===== config.mk =====
export PLATFORM = sky130hd
export DESIGN_NAME = ps2_host_tx
export DESIGN_NICKNAME = d
export VERILOG_FILES = /design/src/rtl/ps2_host_tx.sv
export SDC_FILE = /design/constraint.sdc
export NUM_CORES = 1
export LEC_CHECK = 0
export CAP_MARGIN = 10
export CORE_UTILIZATION = 45
export CTS_CLUSTER_DIAMETER = 120
export DETAILED_ROUTE_END_ITERATION = 6
export PLACE_DENSITY = 0.67
export SYNTH_ARGS = -nofsm -noshare
export SYNTH_HDL_FRONTEND = slang
export SYNTH_SLANG_ARGS = --single-unit

===== constraint.sdc =====
create_clock -name clk -period 6.86 [get_ports clk]
set_clock_uncertainty 0.05 [all_clocks]
set_input_delay 1.372 -clock clk [delete_from_list [all_inputs] [get_ports clk]]
set_output_delay 1.372 -clock clk [all_outputs]
set_load 0.005 [all_outputs]

===== src/rtl/ps2_host_tx.sv =====
// ps2_host_tx: host-to-device PS/2 command transmitter driving open-collector pull-low enables.
// Optional watchdog: define PS2_TX_TIMEOUT_EN to abort a frame when the device stops clocking.
module ps2_host_tx #(
    parameter int unsigned INHIBIT_CYCLES = 10000,
    parameter int unsigned RTS_CYCLES     = 50,
    parameter int unsigned TIMEOUT_CYCLES = 2000000
) (
    input  logic       clk,
    input  logic       rst,
    input  logic [7:0] tx_data,
    input  logic       tx_valid,
    output logic       tx_ready,
    input  logic       ps2_clk_i,
    input  logic       ps2_data_i,
    output logic       ps2_clk_oe,
    output logic       ps2_data_oe,
    output logic       busy,
    output logic       done,
    output logic       ack_err
);

    localparam int unsigned DLY_MAX = (INHIBIT_CYCLES > RTS_CYCLES) ? INHIBIT_CYCLES : RTS_CYCLES;
    localparam int unsigned DLY_W   = (DLY_MAX > 1) ? $clog2(DLY_MAX) : 1;
    localparam logic [DLY_W-1:0] INH_LAST = DLY_W'(INHIBIT_CYCLES - 1);
    localparam logic [DLY_W-1:0] RTS_LAST = DLY_W'(RTS_CYCLES - 1);

    if (INHIBIT_CYCLES == 0 || RTS_CYCLES == 0) begin : g_bad_delay
        $error("ps2_host_tx: INHIBIT_CYCLES and RTS_CYCLES must be at least 1");
    end
    if (TIMEOUT_CYCLES == 0 || TIMEOUT_CYCLES > 2097152) begin : g_bad_timeout
        $error("ps2_host_tx: TIMEOUT_CYCLES must fit the 21-bit watchdog");
    end

    typedef enum logic [2:0] {
        S_IDLE,
        S_INHIBIT,
        S_RTS,
        S_SEND,
        S_ACK,
        S_WAIT_IDLE
    } state_t;

    state_t           state_q;
    logic             clk_s1_q, clk_s2_q, clk_prev_q;
    logic             data_s1_q, data_s2_q;
    logic [9:0]       frame_q, frame_d;
    logic [DLY_W-1:0] dly_q, dly_d;
    logic [3:0]       bitcnt_q;
    logic             nack_q;
    logic             tx_ready_q, busy_q, done_q, ack_err_q;
    logic             clk_oe_q, data_oe_q;
    logic             ps2_fall, line_idle, wd_hit;

    // A fall is only meaningful once the device owns the clock (SEND/ACK/WAIT_IDLE).
    assign ps2_fall  = clk_prev_q & ~clk_s2_q;
    assign line_idle = clk_s2_q & data_s2_q;

    always_comb begin
        frame_d = {1'b1, ~^tx_data, tx_data};
        dly_d   = dly_q + DLY_W'(1);
    end

`ifdef PS2_TX_TIMEOUT_EN
    localparam logic [20:0] WD_LAST = 21'(TIMEOUT_CYCLES - 1);
    logic [20:0] wd_q;
    logic        wd_active;

    assign wd_active = (state_q == S_SEND) || (state_q == S_ACK) || (state_q == S_WAIT_IDLE);
    assign wd_hit    = wd_active && !ps2_fall && (wd_q == WD_LAST);

    always_ff @(posedge clk) begin
        if (rst || !wd_active || ps2_fall) begin
            wd_q <= '0;
        end else begin
            wd_q <= wd_q + 21'd1;
        end
    end
`else
    assign wd_hit = 1'b0;
`endif

    always_ff @(posedge clk) begin
        clk_s1_q   <= ps2_clk_i;
        clk_s2_q   <= clk_s1_q;
        clk_prev_q <= clk_s2_q;
        data_s1_q  <= ps2_data_i;
        data_s2_q  <= data_s1_q;

        if (rst) begin
            state_q    <= S_IDLE;
            tx_ready_q <= 1'b1;
            busy_q     <= 1'b0;
            done_q     <= 1'b0;
            ack_err_q  <= 1'b0;
            clk_oe_q   <= 1'b0;
            data_oe_q  <= 1'b0;
            nack_q     <= 1'b0;
        end else begin
            done_q <= 1'b0;
            if (wd_hit) begin
                state_q    <= S_IDLE;
                tx_ready_q <= 1'b1;
                busy_q     <= 1'b0;
                done_q     <= 1'b1;
                ack_err_q  <= 1'b1;
                clk_oe_q   <= 1'b0;
                data_oe_q  <= 1'b0;
            end else begin
                case (state_q)
                    S_IDLE: begin
                        if (tx_valid) begin
                            frame_q    <= frame_d;
                            dly_q      <= '0;
                            bitcnt_q   <= '0;
                            nack_q     <= 1'b0;
                            ack_err_q  <= 1'b0;
                            tx_ready_q <= 1'b0;
                            busy_q     <= 1'b1;
                            clk_oe_q   <= 1'b1;
                            data_oe_q  <= 1'b0;
                            state_q    <= S_INHIBIT;
                        end
                    end
                    S_INHIBIT: begin
                        if (dly_q == INH_LAST) begin
                            dly_q     <= '0;
                            data_oe_q <= 1'b1;
                            state_q   <= S_RTS;
                        end else begin
                            dly_q <= dly_d;
                        end
                    end
                    S_RTS: begin
                        // Data stays low as the start bit once the clock is handed to the device.
                        if (dly_q == RTS_LAST) begin
                            clk_oe_q <= 1'b0;
                            state_q  <= S_SEND;
                        end else begin
                            dly_q <= dly_d;
                        end
                    end
                    S_SEND: begin
                        if (ps2_fall) begin
                            data_oe_q <= ~frame_q[0];
                            frame_q   <= {1'b1, frame_q[9:1]};
                            bitcnt_q  <= bitcnt_q + 4'd1;
                            if (bitcnt_q == 4'd9) begin
                                state_q <= S_ACK;
                            end
                        end
                    end
                    S_ACK: begin
                        if (ps2_fall) begin
                            nack_q  <= data_s2_q;
                            state_q <= S_WAIT_IDLE;
                        end
                    end
                    S_WAIT_IDLE: begin
                        if (line_idle) begin
                            done_q     <= 1'b1;
                            ack_err_q  <= nack_q;
                            tx_ready_q <= 1'b1;
                            busy_q     <= 1'b0;
                            state_q    <= S_IDLE;
                        end
                    end
                    default: begin
                        state_q    <= S_IDLE;
                        tx_ready_q <= 1'b1;
                        busy_q     <= 1'b0;
                        clk_oe_q   <= 1'b0;
                        data_oe_q  <= 1'b0;
                    end
                endcase
            end
        end
    end

    assign tx_ready    = tx_ready_q;
    assign busy        = busy_q;
    assign done        = done_q;
    assign ack_err     = ack_err_q;
    assign ps2_clk_oe  = clk_oe_q;
    assign ps2_data_oe = data_oe_q;

endmodule


==> run_results.csv <==
group,metric,value,unit
run_status,status,"finished, final reports clean",
clocking,cts_setup_buffers,0,
detailed_routing,routedWlPerCell,15.1,µm
floorplanning,dieArea,4960,µm²
power_and_ir_drop,finalPower,0.527,mW
placed_design,place_worst_setup_slack,2.84,ns
setup_path,r2r_start,"state_q[1]$_SDFFE_PP0P_",
power_and_ir_drop,clkPwrFrac,33.8,%
timing,rsz0062_at_grt,"false",
setup_path,cp-end-kind,"register",
synthesis,syn_nets,209,
layout,layout.nets,228,
clocking,root_buffer,"clkbuf_8",
floorplanning,core_area,4410,µm²
floorplanning,die-height,70.4,µm
clocking,clk_latency,0.30,ns
flow_run,cap_viol_max_count,0,
setup_path,r2r-end,"frame_q[4]$_DFFE_PP_",
synthesis,yosysUniqueCellTypes,41,
setup_path,crit_family,"simple AND/OR/NAND/NOR gates",
power_and_ir_drop,switching_share,23.5,%
setup_path,slowest_stage,"nor2_1",
power_and_ir_drop,p_sw,0.124,mW
grt,grt_pass1_wl,6.95,mm
layout,area_growth_syn_to_layout,15.3,%
setup_path,critPathMaxFanout,13,
clocking,cts_tree,"built",
grt,antenna_found_initial,0,
synthesis,synthFlopType,"edfxtp_1",
grt,grt_usage,17.9,%
power_and_ir_drop,leakagePower,0.852,nW
setup_path,crit_chain,"clkdlybuf4s50_1 -> nor4b_1 -> a41oi_1 -> nor2_1",
setup_path,critPathBufInv,1,
synthesis,syn_area_per_cell,11.0,µm²
synthesis,yosysSeqAreaShare,52.7,%
power_and_ir_drop,max-vdd-ir-drop,98.9,µV
synthesis,ys_warn_count,0,
timing,fmax,0.270,GHz
setup_path,cp.arrival,3.57,ns
power_and_ir_drop,powerDensity,217,nW/µm²
detailed_routing,drcViolationCount,0,
setup_path,reg2reg_depth,3,
setup_path,critPathKind,"input pin to register",
layout,final_cells,264,
placed_design,dp_cells,256,
setup_path,r2r_setup_slack,4.16,ns
clocking,clk_pin_slew,0.08,ns
grt,grt.overflow.total,0,
min_path,min_from,"data_s1_q$_DFF_P_",
synthesis,synth_edf_count,27,
setup_path,critical_path.max_stage_delay,0.83,ns
synthesis,synth_area,2110,µm²
floorplanning,start_util,47.7,%
power_and_ir_drop,p_int,0.404,mW
clocking,ctsResizeCount,0,
floorplanning,chipWidth,70.4,µm
synthesis,synth_top_cell_area_share,38.5,%
timing,hold_viol_final,0,
synthesis,yosys-top-cells-area,"edfxtp_1, dfxtp_1, nor2_1",
synthesis,async_reset_ff_share,0,%
grt,grt_max_degree,17,
timing,maxSlewHeadroom,30.3,%
timing,timing.setup.tns,0,ns
placed_design,place_hpwl,2.86,mm
timing,post-route-period-util,54.0,%
setup_path,critical_path_required,6.73,ns
power_and_ir_drop,pwr-share-comb,9.8,%
timing,worst_slack,3.16,ns
timing,setup_viol,0,
clocking,htreeDepth,2,
min_path,hold_class,"register to register",
clocking,cts_hold_buf,0,
min_path,hold_depth,0,
detailed_routing,drt_iter0_markers,87,
floorplanning,std_cell_rows,24,
detailed_routing,drtPass1Iterations,4,
detailed_routing,wl,4.00,mm
timing,period_needed,3.70,ns
power_and_ir_drop,seqPwrFrac,56.4,%
synthesis,ys_ff_latch,42,
synthesis,yosys-top-cells-count,"nor2_1, edfxtp_1, dfxtp_1",
detailed_routing,viasPerCell,5.65,
clocking,numCtsBuffers,5,
timing,slew_violations,0,
detailed_routing,ant_nets,0,
setup_path,crit_cells,4,
synthesis,synth_most_common_cell,"nor2_1",
floorplanning,ios,19,
layout,insertedDiodeCount,0,
clocking,cts_buffer_depth,2,
setup_path,crit_path_start_kind,"input pin",
min_path,min_to,"data_s2_q$_DFF_P_",
timing,worstMarginPinSlew,1.04,ns
detailed_routing,via_count,1492,
grt,grt_pass1_vias,1496,
synthesis,synth_cells,192,
placed_design,place.gp.congestion,0.781,
synthesis,synth_top_cell_by_area,"edfxtp_1",
clocking,cts.sinks,42,
placed_design,portBuffers,18,
layout,layout-drive-gt1-share,8.49,%
==> flip-flops by register name, summed over array words and instances, names as in the netlist, 3 cells and up <==
register / flops
bitcnt_q: 4
frame_q: 9
state_q: 3
dly_q: 14
==> power by group through the flow <==
| stage | Combinational, mW | Clock (mW) | Sequential (mW) |
|---|---|---|---|
| after CTS | 0.0526 | 0.182 | 0.297 |
| final | 0.0519 | 0.178 | 0.297 |
| after global routing | 0.0581 | 0.194 | 0.300 |
| after floorplan | 0.0361 | 0 | 0.298 |
| after detailed placement | 0.0520 | 0 | 0.303 |
| after global placement | 0.0501 | 0 | 0.302 |
==> cells in the final DEF, fill, tap and decap left out, types with 3 or more instances in the layout <==
cell / instances
ha_1: 4
xor2_1: 9
edfxtp_1: 27
xnor2_1: 12
mux2_2: 8
dfxtp_1: 15
nor2_1: 28
inv_1: 7
a21oi_1: 5
and4_1: 7
o21ai_0: 5
clkdlybuf4s50_1: 18
nand3_1: 8
nor3_1: 3
nor2b_1: 6
nand4_1: 5
nand2_1: 7
nor4_1: 3
clkbuf_8: 5
==> through the flow <==
| stage | cell area (µm²) | hold WS, ns | utilization (%) |
|---|---|---|---|
| 2_1_floorplan | 2110 | 0.260 | - |
| 3_3_place_gp | 2330 | 0.262 | 52.7 |
| 3_5_place_dp | 2330 | 0.265 | 52.7 |
| 4_1_cts | 2430 | 0.285 | 55.0 |
| 5_1_grt | 2430 | 0.292 | 55.0 |
| 6_report | 2430 | 0.282 | 55.0 |
==> how the worst max path moves through the flow <==
stage,endpoint,slack [ns],start
6_report,frame_q[4]$_DFFE_PP_,3.16,tx_valid
3_3_place_gp,frame_q[8]$_SDFFCE_PP1P_,2.96,tx_valid
4_1_cts,frame_q[8]$_SDFFCE_PP1P_,3.16,tx_valid
2_1_floorplan,dly_q[0]$_DFFE_PP_,3.79,rst
3_5_place_dp,frame_q[8]$_SDFFCE_PP1P_,2.84,tx_valid
5_1_grt,frame_q[1]$_DFFE_PP_,2.83,tx_valid
==> routing by layer <==
layer  vias up  global-route usage (%)  share of wire (%)
li1        742                       -                  -
met2        29                    28.8                 50
met3         8                    5.05                3.3
met1       713                    22.3                 45
met4         0                    7.78                1.8
met5         -                       0                  0
==> final cells by class <==
class / count / area, µm²
tap: 52 / 65.1
clock inverter: 2 / 10.0
timing repair buffer: 19 / 188
clock buffer: 6 / 93.8
inverter: 7 / 26.3
multi-input combinational: 136 / 936
sequential: 42 / 1110
fill: 389 / 1980
==> kinds of logic after synthesis <==
group | Yosys count | synth area share, %
AND/OR/NAND/NOR | 80 | 20.8
flip-flops | 42 | 52.7
multiplexers | 10 | 5.23
XOR/XNOR | 21 | 8.73
buffers and inverters | 14 | 2.85
AO/OA/AOI/OAI | 21 | 7.24
adder cells (fa/ha/maj) | 4 | 2.38
(Power assumes the default switching activity.)
